$ cat config.mk
export PLATFORM = sky130hd
export DESIGN_NAME = seq_muldiv
export DESIGN_NICKNAME = d
export VERILOG_FILES = /design/src/rtl/seq_muldiv.sv
export SDC_FILE = /design/constraint.sdc
export NUM_CORES = 1
export LEC_CHECK = 0
export BUFFER_PORTS_ARGS = -buffer_cell sky130_fd_sc_hd__buf_2
export CORE_UTILIZATION = 55
export DETAILED_ROUTE_END_ITERATION = 8
export PLACE_DENSITY = 0.78
export SETUP_SLACK_MARGIN = 0.2
export SYNTH_ARGS = -nofsm -noshare
export SYNTH_HDL_FRONTEND = slang
export SYNTH_SLANG_ARGS = --single-unit
$ cat constraint.sdc
create_clock -name clock -period 3.66 [get_ports clock]
set_input_delay 0.366 -clock clock [delete_from_list [all_inputs] [get_ports clock]]
set_output_delay 0.366 -clock clock [all_outputs]
set_load 0.05 [all_outputs]
$ cat src/rtl/seq_muldiv.sv
// ----------------------------------------------------------------------------
// seq_muldiv
// Iterative multiply/divide unit for the multicycle datapath. One operand bit
// is processed per clock: radix-2 shift-add for multiply, restoring division
// for divide. Signed operations run on magnitudes; the recorded result signs
// are applied in a final FIX cycle, so latency is fixed at WIDTH+1 cycles
// regardless of operand values.
//
// Parameters
//   WIDTH      operand/result width (>= 2)
//   SIGNED_EN  0 forces every operation to unsigned (op[1] ignored)
//
// Ports
//   clock     rising-edge clock
//   reset     asynchronous active-low reset
//   start     request, only honoured while idle
//   op        op[0]: 0 multiply / 1 divide, op[1]: 1 signed
//   a, b      multiplicand/dividend, multiplier/divisor
//   busy      operation in progress (low again in the done cycle)
//   done      one-cycle completion pulse, hi/lo valid in the same cycle
//   div_zero  one-cycle pulse alongside done when a divide has b == 0
//   hi, lo    product {hi,lo}, or remainder (hi) and quotient (lo)
// ----------------------------------------------------------------------------
module seq_muldiv #(
    parameter int WIDTH     = 32,
    parameter int SIGNED_EN = 1
) (
    input  logic             clock,
    input  logic             reset,
    input  logic             start,
    input  logic [1:0]       op,
    input  logic [WIDTH-1:0] a,
    input  logic [WIDTH-1:0] b,
    output logic             busy,
    output logic             done,
    output logic             div_zero,
    output logic [WIDTH-1:0] hi,
    output logic [WIDTH-1:0] lo
);

    localparam int DW = 2 * WIDTH;
    localparam int CW = $clog2(WIDTH + 1);

    typedef enum logic [1:0] {
        IDLE = 2'd0,
        CALC = 2'd1,
        FIX  = 2'd2
    } state_t;

    // Two's-complement negation of a single-width value.
    function automatic logic [WIDTH-1:0] neg_w(input logic [WIDTH-1:0] x);
        return (~x) + WIDTH'(1'b1);
    endfunction

    // Two's-complement negation of a double-width value (full product).
    function automatic logic [DW-1:0] neg_dw(input logic [DW-1:0] x);
        return (~x) + DW'(1'b1);
    endfunction

    // Architectural state
    state_t            state_r;
    logic [CW-1:0]     cnt_r;
    // Multiply: {partial product, remaining multiplier bits}.
    // Divide:   {partial remainder, dividend bits shifting into quotient}.
    logic [DW-1:0]     acc_r;
    logic [WIDTH-1:0]  operand_r;   // multiplicand or divisor magnitude
    logic              is_div_r;
    logic              neg_lo_r;    // product sign / quotient sign
    logic              neg_hi_r;    // product sign / remainder sign

    // Operand decode
    logic              signed_op_s;
    logic              a_neg_s;
    logic              b_neg_s;
    logic [WIDTH-1:0]  a_mag_s;
    logic [WIDTH-1:0]  b_mag_s;
    logic              div_by_zero_s;

    // Iteration datapath
    logic [WIDTH:0]    mul_sum_s;
    logic [WIDTH:0]    div_shift_s;
    logic [WIDTH:0]    div_trial_s;
    logic [DW-1:0]     step_acc_s;

    // Sign fix-up
    logic [DW-1:0]     prod_s;
    logic [WIDTH-1:0]  fix_hi_s;
    logic [WIDTH-1:0]  fix_lo_s;

    // Decode the request: signedness, operand signs and magnitudes.
    always_comb begin
        signed_op_s   = 1'b0;
        a_mag_s       = a;
        b_mag_s       = b;
        if (SIGNED_EN != 0) begin
            signed_op_s = op[1];
        end else begin
            signed_op_s = 1'b0;
        end
        a_neg_s = signed_op_s & a[WIDTH-1];
        b_neg_s = signed_op_s & b[WIDTH-1];
        // The most-negative value negates to itself, which is exactly its
        // unsigned magnitude, so no special case is needed here.
        if (a_neg_s) begin
            a_mag_s = neg_w(a);
        end else begin
            a_mag_s = a;
        end
        if (b_neg_s) begin
            b_mag_s = neg_w(b);
        end else begin
            b_mag_s = b;
        end
        div_by_zero_s = op[0] & (b == {WIDTH{1'b0}});
    end

    // One multiply or divide iteration on the accumulator.
    always_comb begin
        mul_sum_s   = {1'b0, acc_r[DW-1:WIDTH]};
        div_shift_s = acc_r[DW-1:WIDTH-1];
        div_trial_s = div_shift_s - {1'b0, operand_r};
        step_acc_s  = acc_r;
        if (acc_r[0]) begin
            mul_sum_s = {1'b0, acc_r[DW-1:WIDTH]} + {1'b0, operand_r};
        end else begin
            mul_sum_s = {1'b0, acc_r[DW-1:WIDTH]};
        end
        if (is_div_r) begin
            // Remainder stays below the divisor, so WIDTH bits hold it; the
            // extra bit only exists in the shifted trial value.
            if (div_trial_s[WIDTH]) begin
                step_acc_s = {div_shift_s[WIDTH-1:0], acc_r[WIDTH-2:0], 1'b0};
            end else begin
                step_acc_s = {div_trial_s[WIDTH-1:0], acc_r[WIDTH-2:0], 1'b1};
            end
        end else begin
            // Carry out of the add lands in the top bit after the shift.
            step_acc_s = {mul_sum_s, acc_r[WIDTH-1:1]};
        end
    end

    // Apply the recorded result signs to the magnitude result.
    always_comb begin
        prod_s   = acc_r;
        fix_hi_s = acc_r[DW-1:WIDTH];
        fix_lo_s = acc_r[WIDTH-1:0];
        if (neg_lo_r) begin
            prod_s = neg_dw(acc_r);
        end else begin
            prod_s = acc_r;
        end
        if (is_div_r) begin
            if (neg_lo_r) begin
                fix_lo_s = neg_w(acc_r[WIDTH-1:0]);
            end else begin
                fix_lo_s = acc_r[WIDTH-1:0];
            end
            if (neg_hi_r) begin
                fix_hi_s = neg_w(acc_r[DW-1:WIDTH]);
            end else begin
                fix_hi_s = acc_r[DW-1:WIDTH];
            end
        end else begin
            fix_hi_s = prod_s[DW-1:WIDTH];
            fix_lo_s = prod_s[WIDTH-1:0];
        end
    end

    // Control FSM with registered handshake and result outputs.
    always_ff @(posedge clock or negedge reset) begin
        if (!reset) begin
            state_r   <= IDLE;
            cnt_r     <= {CW{1'b0}};
            acc_r     <= {DW{1'b0}};
            operand_r <= {WIDTH{1'b0}};
            is_div_r  <= 1'b0;
            neg_lo_r  <= 1'b0;
            neg_hi_r  <= 1'b0;
            busy      <= 1'b0;
            done      <= 1'b0;
            div_zero  <= 1'b0;
            hi        <= {WIDTH{1'b0}};
            lo        <= {WIDTH{1'b0}};
        end else begin
            done     <= 1'b0;
            div_zero <= 1'b0;
            case (state_r)
                IDLE: begin
                    if (start) begin
                        if (div_by_zero_s) begin
                            // Reported immediately; hi/lo keep the last result.
                            done     <= 1'b1;
                            div_zero <= 1'b1;
                        end else begin
                            state_r   <= CALC;
                            cnt_r     <= CW'(WIDTH);
                            busy      <= 1'b1;
                            is_div_r  <= op[0];
                            neg_lo_r  <= a_neg_s ^ b_neg_s;
                            if (op[0]) begin
                                acc_r     <= {{WIDTH{1'b0}}, a_mag_s};
                                operand_r <= b_mag_s;
                                neg_hi_r  <= a_neg_s;
                            end else begin
                                acc_r     <= {{WIDTH{1'b0}}, b_mag_s};
                                operand_r <= a_mag_s;
                                neg_hi_r  <= a_neg_s ^ b_neg_s;
                            end
                        end
                    end
                end
                CALC: begin
                    acc_r <= step_acc_s;
                    cnt_r <= cnt_r - CW'(1'b1);
                    if (cnt_r == CW'(1'b1)) begin
                        state_r <= FIX;
                    end
                end
                FIX: begin
                    hi      <= fix_hi_s;
                    lo      <= fix_lo_s;
                    done    <= 1'b1;
                    busy    <= 1'b0;
                    state_r <= IDLE;
                end
                default: begin
                    state_r <= IDLE;
                    cnt_r   <= {CW{1'b0}};
                    busy    <= 1'b0;
                end
            endcase
        end
    end

endmodule

==> results.cfg, run 1 <==
[status]
status = complete, but fails checks
violations = negative hold slack

[clock_tree]
clk_pin_slew_worst_paths_ns = 0.09
cts_max_path_buffers = 2
htreeDepth = 4
cts.sinks = 174
hold_buffers = 0
cts_buffers = 17
cts_tree = done
root_buffer = clkbuf_16
insertion_delay_ns = 0.44

[hold_path]
hold_path_class = primary input to async pin

[floorplan]
core_um2 = 25470
start_util_pct = 56.59
die_y_um = 163.9
dieWidth_um = 163.9
ios = 136
dieArea_um2 = 26860
row_count = 58

[power]
power.total_uw = 19640
worst_ir_drop_vdd_v = 0.0006584
power_leakage_uw = 0.007529
powerDensity_nw_per_um2 = 1187

[sta]
setup_viol = 0
tightest_slew_ns = 1.210
rsz0062_at_grt = no
slew_violations = 0
fin_crit_sh_pct = 92.98
period_needed_ns = 3.403
fin_skew_ns = 0.01759
max_freq_ghz = 0.2939
tns_ns = 0
slew_headroom_pct = 19.33
hold_slack_ns = -0.02741
finalHoldViolCount = 30

[synth]
ys_types = 79
synth_top_area_share_pct = 30.21
synthCells = 1809
syn_nets = 1950
syn_area_um2 = 14410
ys_seq_area_share_pct = 30.21
yosys.area.top_type = dfrtp_1
synthFlopType = dfrtp_1
avgSynthCellArea_um2 = 7.968
async_reset_ff_share_pct = 100.0
synthTopCellsByArea = dfrtp_1 (30%), o21ai_0 (7.2%), xnor2_1 (6.3%)
yosys_warnings = 0
synth_seq_cells = 174
synth_edf_count = 0

[critical_path]
crit_arrival_ns = 3.74
r2r-end = acc_r[53]
cp-start-kind = register
path_class = register to register
r2r_cells = 16
critPathSlowestCell = fa_2
ff2ff_setup_slack_ns = 0.26
crit_chain = inv_1, ha_1, fa_2, nand2b_4, a21o_1, a22o_4, a21oi_4, a21oi_2, o21bai_1, buf_4, xor2_4, buf_12, buf_4, mux2i_2, a221oi_2, a21o_1
cp_max_fo = 5
end_kind = register
slowest_delay_ns = 0.36
cp_data_required_time_ns = 3.99
worstReg2RegStart = acc_r[31]

[global_route]
overflow = 0
grt_pass1_vias = 12850
grt_pass1_wl_um = 70450
antenna_found_initial = 0
globalRouteTotalUtil_pct = 34.03
grt_max_degree = 130

[routing]
vias = 14250
drc_errors = 0
post_drt_wl_per_cell_um = 20.12
detail-route-antenna-nets = 0
firstDrtPassIters = 6
drt_wl_total_um = 45830
drt_iter0_drc = 1656
vias_per_cell = 6.254

[cells_and_area]
mostFrequentLayoutCell = nand2_1
drive_gt1_share_pct = 15.56
final_util_pct = 64.95
most-common-layout-cells = nand2_1 (224), o21ai_0 (204), dfrtp_1 (169)
final.fill_count = 2103
synthToLayoutAreaGrowth_pct = 14.78
nets = 2075

[place]
portBuffers = 135
gp_congestion = 0.9604
dpl.hpwl_um = 34690

[run]
maxCapViolations = 0
-- repair_timing --
| item | in CTS | in global routing |
|---|---|---|
| setup endpoints to repair | 13 | 37 |
| gates cloned | 1 | 0 |
| pin swaps | 1 | 6 |
| buffers inserted | 2 | 5 |
| gates resized for setup | 5 | 24 |
-- through the flow --
stage / area, um^2 / setup WS [ns] / cells
after global routing: 16540 / 0.1615 / 2277
after floorplan: 14410 / 0.2571 / 1809
after global placement: 15700 / 0.1997 / 2237
final: 16540 / 0.2571 / 2278
after CTS: 16420 / 0.2050 / 2272
after detailed placement: 15700 / 0.07798 / 2237
-- critical path, delay by kind of cell (launching register included) --
kind / cells / cell delay (ns)
simple gates: 1 / 0.16
flops: 1 / 0.35
compound gates: 7 / 1.16
mux: 1 / 0.26
fa+ha+maj: 2 / 0.59
xor+xnor: 1 / 0.24
buf+inv: 4 / 0.54
-- cell type report --
type / instances / area, um^2 / area share (%)
clock inverters: 15 / 215.2 / 1.301
inverters: 79 / 296.5 / 1.792
multi-input cells: 1448 / 9499 / 57.42
clock buffers: 17 / 425.4 / 2.571
well taps: 330 / 412.9 / 2.496
diodes: 1 / 2.502 / 0.01513
repair buffers: 214 / 1333 / 8.054
flip-flops and latches: 174 / 4360 / 26.36
-- Yosys cell counts, drive strengths merged (25+ instances only) --
cell type  instances
a21o              27
a21oi            158
a31oi             25
clkbuf            94
dfrtp            174
ha                70
inv               78
mux2i             77
nand2            225
nor2             133
nor3              39
o21ai            217
xnor2            104
xor2              72
-- kinds of logic (layout without fill, tap and decap cells) --
logic type               Yosys count  count (layout)  share of synthesized area (%)
multiplexers                      88              88                          6.207
AO/OA/AOI/OAI                    584             584                          24.69
flip-flops                       174             174                          30.21
other                              0               1                              0
adder cells (fa/ha/maj)           72              72                          6.354
AND/OR/NAND/NOR                  528             528                          16.93
buffers and inverters            187             325                          4.922
XOR/XNOR                         176             176                          10.69
-- report_power, final --
| group | internal [uW] | total [uW] | switching (uW) |
|---|---|---|---|
| clock network | 961 | 1970 | 1010 |
| registers | 2780 | 3840 | 1070 |
| logic | 5710 | 13800 | 8110 |
-- routing by layer --
layer / global-route usage [%] / vias up / share of wire (%) / wire [um]
li1: - / 6714 / - / -
met5: 0 / - / 0 / 0
met2: 52.47 / 736 / 44 / 20320
met3: 6.869 / 84 / 9.9 / 4542
met1: 48.00 / 6713 / 43 / 19780
met4: 9.848 / 0 / 2.6 / 1186
-- worst max path at each step --
stage	from	end	slack [ns]	cells past startpoint
5_1_grt	operand_r[15]	acc_r[53]	0.16	15
6_report	acc_r[31]	acc_r[53]	0.26	16
2_1_floorplan	acc_r[46]	acc_r[60]	0.26	13
3_3_place_gp	operand_r[13]	acc_r[57]	0.20	13
4_1_cts	acc_r[31]	acc_r[47]	0.21	14
3_5_place_dp	acc_r[32]	acc_r[47]	0.08	13
-- state kept, by name (all words and copies together) (netlist names) --
register   flops
div_zero       1
neg_lo_r       1
acc_r         64
state_r        2
hi            32
is_div_r       1
operand_r     32
done           1
cnt_r          6
lo            32
neg_hi_r       1
busy           1
No activity file was read; power rests on OpenSTA's default activity.
==> run 2, diff against run 1 <==
Settings changed: PLACE_DENSITY 0.78 to 0.77.
==> run 2 against run 1 <==
The flow still finishes with violations (negative hold slack). Count of clock-buffer cells in the layout stayed put. Power is 0.70% lower. First-iteration DRC count is 0.66% lower. Hold slack worse by 0.038 ns. Cell area hardly changed. Non-clock buffer count is 2 higher.
==> results.cfg, run 2 (synthesis gave the netlist of run 1 again) <==
[routing]
firstDrtPassIters = 5
drt_iter0_drc = 1645
detail-route-antenna-nets = 0
wl_met1_um = 20530
vias_per_cell = 6.216
post_drt_wl_per_cell_um = 19.87
routed.top_layer = met5
wl_met2_um = 19170
drt_wl_total_um = 45310
dr_wl_met3_um = 4214
vias = 14170
drc_errors = 0

[floorplan]
die_y_um = 163.9
start_util_pct = 56.59
dieArea_um2 = 26860
row_count = 58
core_um2 = 25470
dieWidth_um = 163.9
ios = 136

[global_route]
globalRouteTotalUtil_pct = 33.81
grt_pass1_vias = 12490
grt_max_degree = 130
antenna_found_initial = 1
grt_pass1_wl_um = 69830
overflow = 0

[sta]
timing.final.ws_setup_ns = 0.2349
hold_slack_ns = -0.06547
rsz0062_at_grt = yes
setup_viol = 0
tns_ns = 0
fin_crit_sh_pct = 93.58
fin_skew_ns = 0.01526
max_freq_ghz = 0.2920
tightest_slew_ns = 1.212
slew_headroom_pct = 19.23
slew_violations = 0
period_needed_ns = 3.425
finalHoldViolCount = 21

[place]
gp_congestion = 1.021
dpl.hpwl_um = 34310
pre_cts_ws_ns = 0.02954
portBuffers = 135
place_area_um2 = 15700

[critical_path]
end_kind = register
cp_max_fo = 5
crit_arrival_ns = 3.76
cp_data_required_time_ns = 3.99
path_class = register to register
cp-start-kind = register

[cells_and_area]
largest_register_ffs = 64
nets = 2077
synthToLayoutAreaGrowth_pct = 14.89
drive_gt1_share_pct = 15.55
stdcell_area_um2 = 16560
most-common-layout-cells = nand2_1 (224), o21ai_0 (204), dfrtp_1 (172)
mostFrequentLayoutCell = nand2_1
largest_register = acc_r

[status]
status = complete, but fails checks
violations = negative hold slack

[clock_tree]
htreeDepth = 4
cts_tree = done
cts_buffers = 17
clk_pin_slew_worst_paths_ns = 0.09
cts_max_path_buffers = 2
root_buffer = clkbuf_16
cts.sinks = 174
insertion_delay_ns = 0.45

[power]
powerDensity_nw_per_um2 = 1178
power_leakage_uw = 0.007551
worst_ir_drop_vdd_v = 0.0005849

[hold_path]
hold_path_class = primary input to async pin

[run]
maxCapViolations = 0
## run 2: cell types whose count changed in the layout (fill, tap and decap cells not counted), sizes merged
cell / before / now
clkinv: 7 / 5
buf: 214 / 215
inv: 87 / 89
clkbuf: 17 / 18
## run 2: per-layer routing
metal  vias up  track usage, %
li1       6713               -
met1      6686           50.53
met2       687           49.65
met3        84           4.571
met4         2           11.49
met5         -               0
## run 2: what timing repair did
| action | CTS | global route |
|---|---|---|
| gates resized for setup | 5 | 23 |
| buffers inserted | 3 | 7 |
| hold buffers | 0 | 0 |
| gates cloned | 0 | 1 |
| setup endpoints to repair | 18 | 36 |
| pin swaps | 1 | 13 |
## run 2: power breakdown
part           switching, uW  internal [uW]
sequential              1080           2770
clock                   1030            964
combinational           7960           5700
total                  10100           9430
## run 2: worst max-delay path, stage by stage (launching register included)
cell,delay (ns)
dfrtp_1,0.41
inv_2,0.08
ha_4,0.17
fa_2,0.39
nand2b_4,0.16
a21o_1,0.22
a22o_1,0.25
a21oi_2,0.20
a21oi_2,0.10
o21bai_2,0.22
xor2_4,0.30
buf_12,0.18
mux2_2,0.33
a221o_1,0.32
## run 2: worst paths after layout
check | start | endpoint | slack [ns] | cells past startpoint
worst min register to register | hi[23] | hi[23] | 0.47 | 2
worst max register to register | acc_r[31] | acc_r[57] | 0.23 | 13
min in group clock | op[1] | neg_hi_r | 0.25 | 3
max in group asynchronous | reset | acc_r[4] | 2.86 | 2
worst max-delay path | acc_r[31] | acc_r[57] | 0.23 | 13
worst min-delay path | reset | lo[15] | -0.07 | 1
## run 2: layout make-up
type | instances | area, um^2
Tap cell | 330 | 412.9
Sequential cell | 174 | 4357
Multi-Input combinational cell | 1448 | 9468
Inverter | 79 | 296.5
Clock inverter | 15 | 211.5
Fill cell | 2183 | 8912
Timing Repair Buffer | 216 | 1386
Clock buffer | 17 | 425.4
Antenna cell | 1 | 2.502
## run 2: per-stage QoR
step	instances	total power, uW	utilization (%)	hold WS, ns
detailed placement	2236	16540	61.65	0.4645
global placement	2236	16350	61.65	0.4557
finish	2280	19500	65.01	-0.06547
CTS	2271	18810	64.37	0.005808
floorplan	1809	13020	-	0.07041
global route	2279	20850	65.00	0.009402
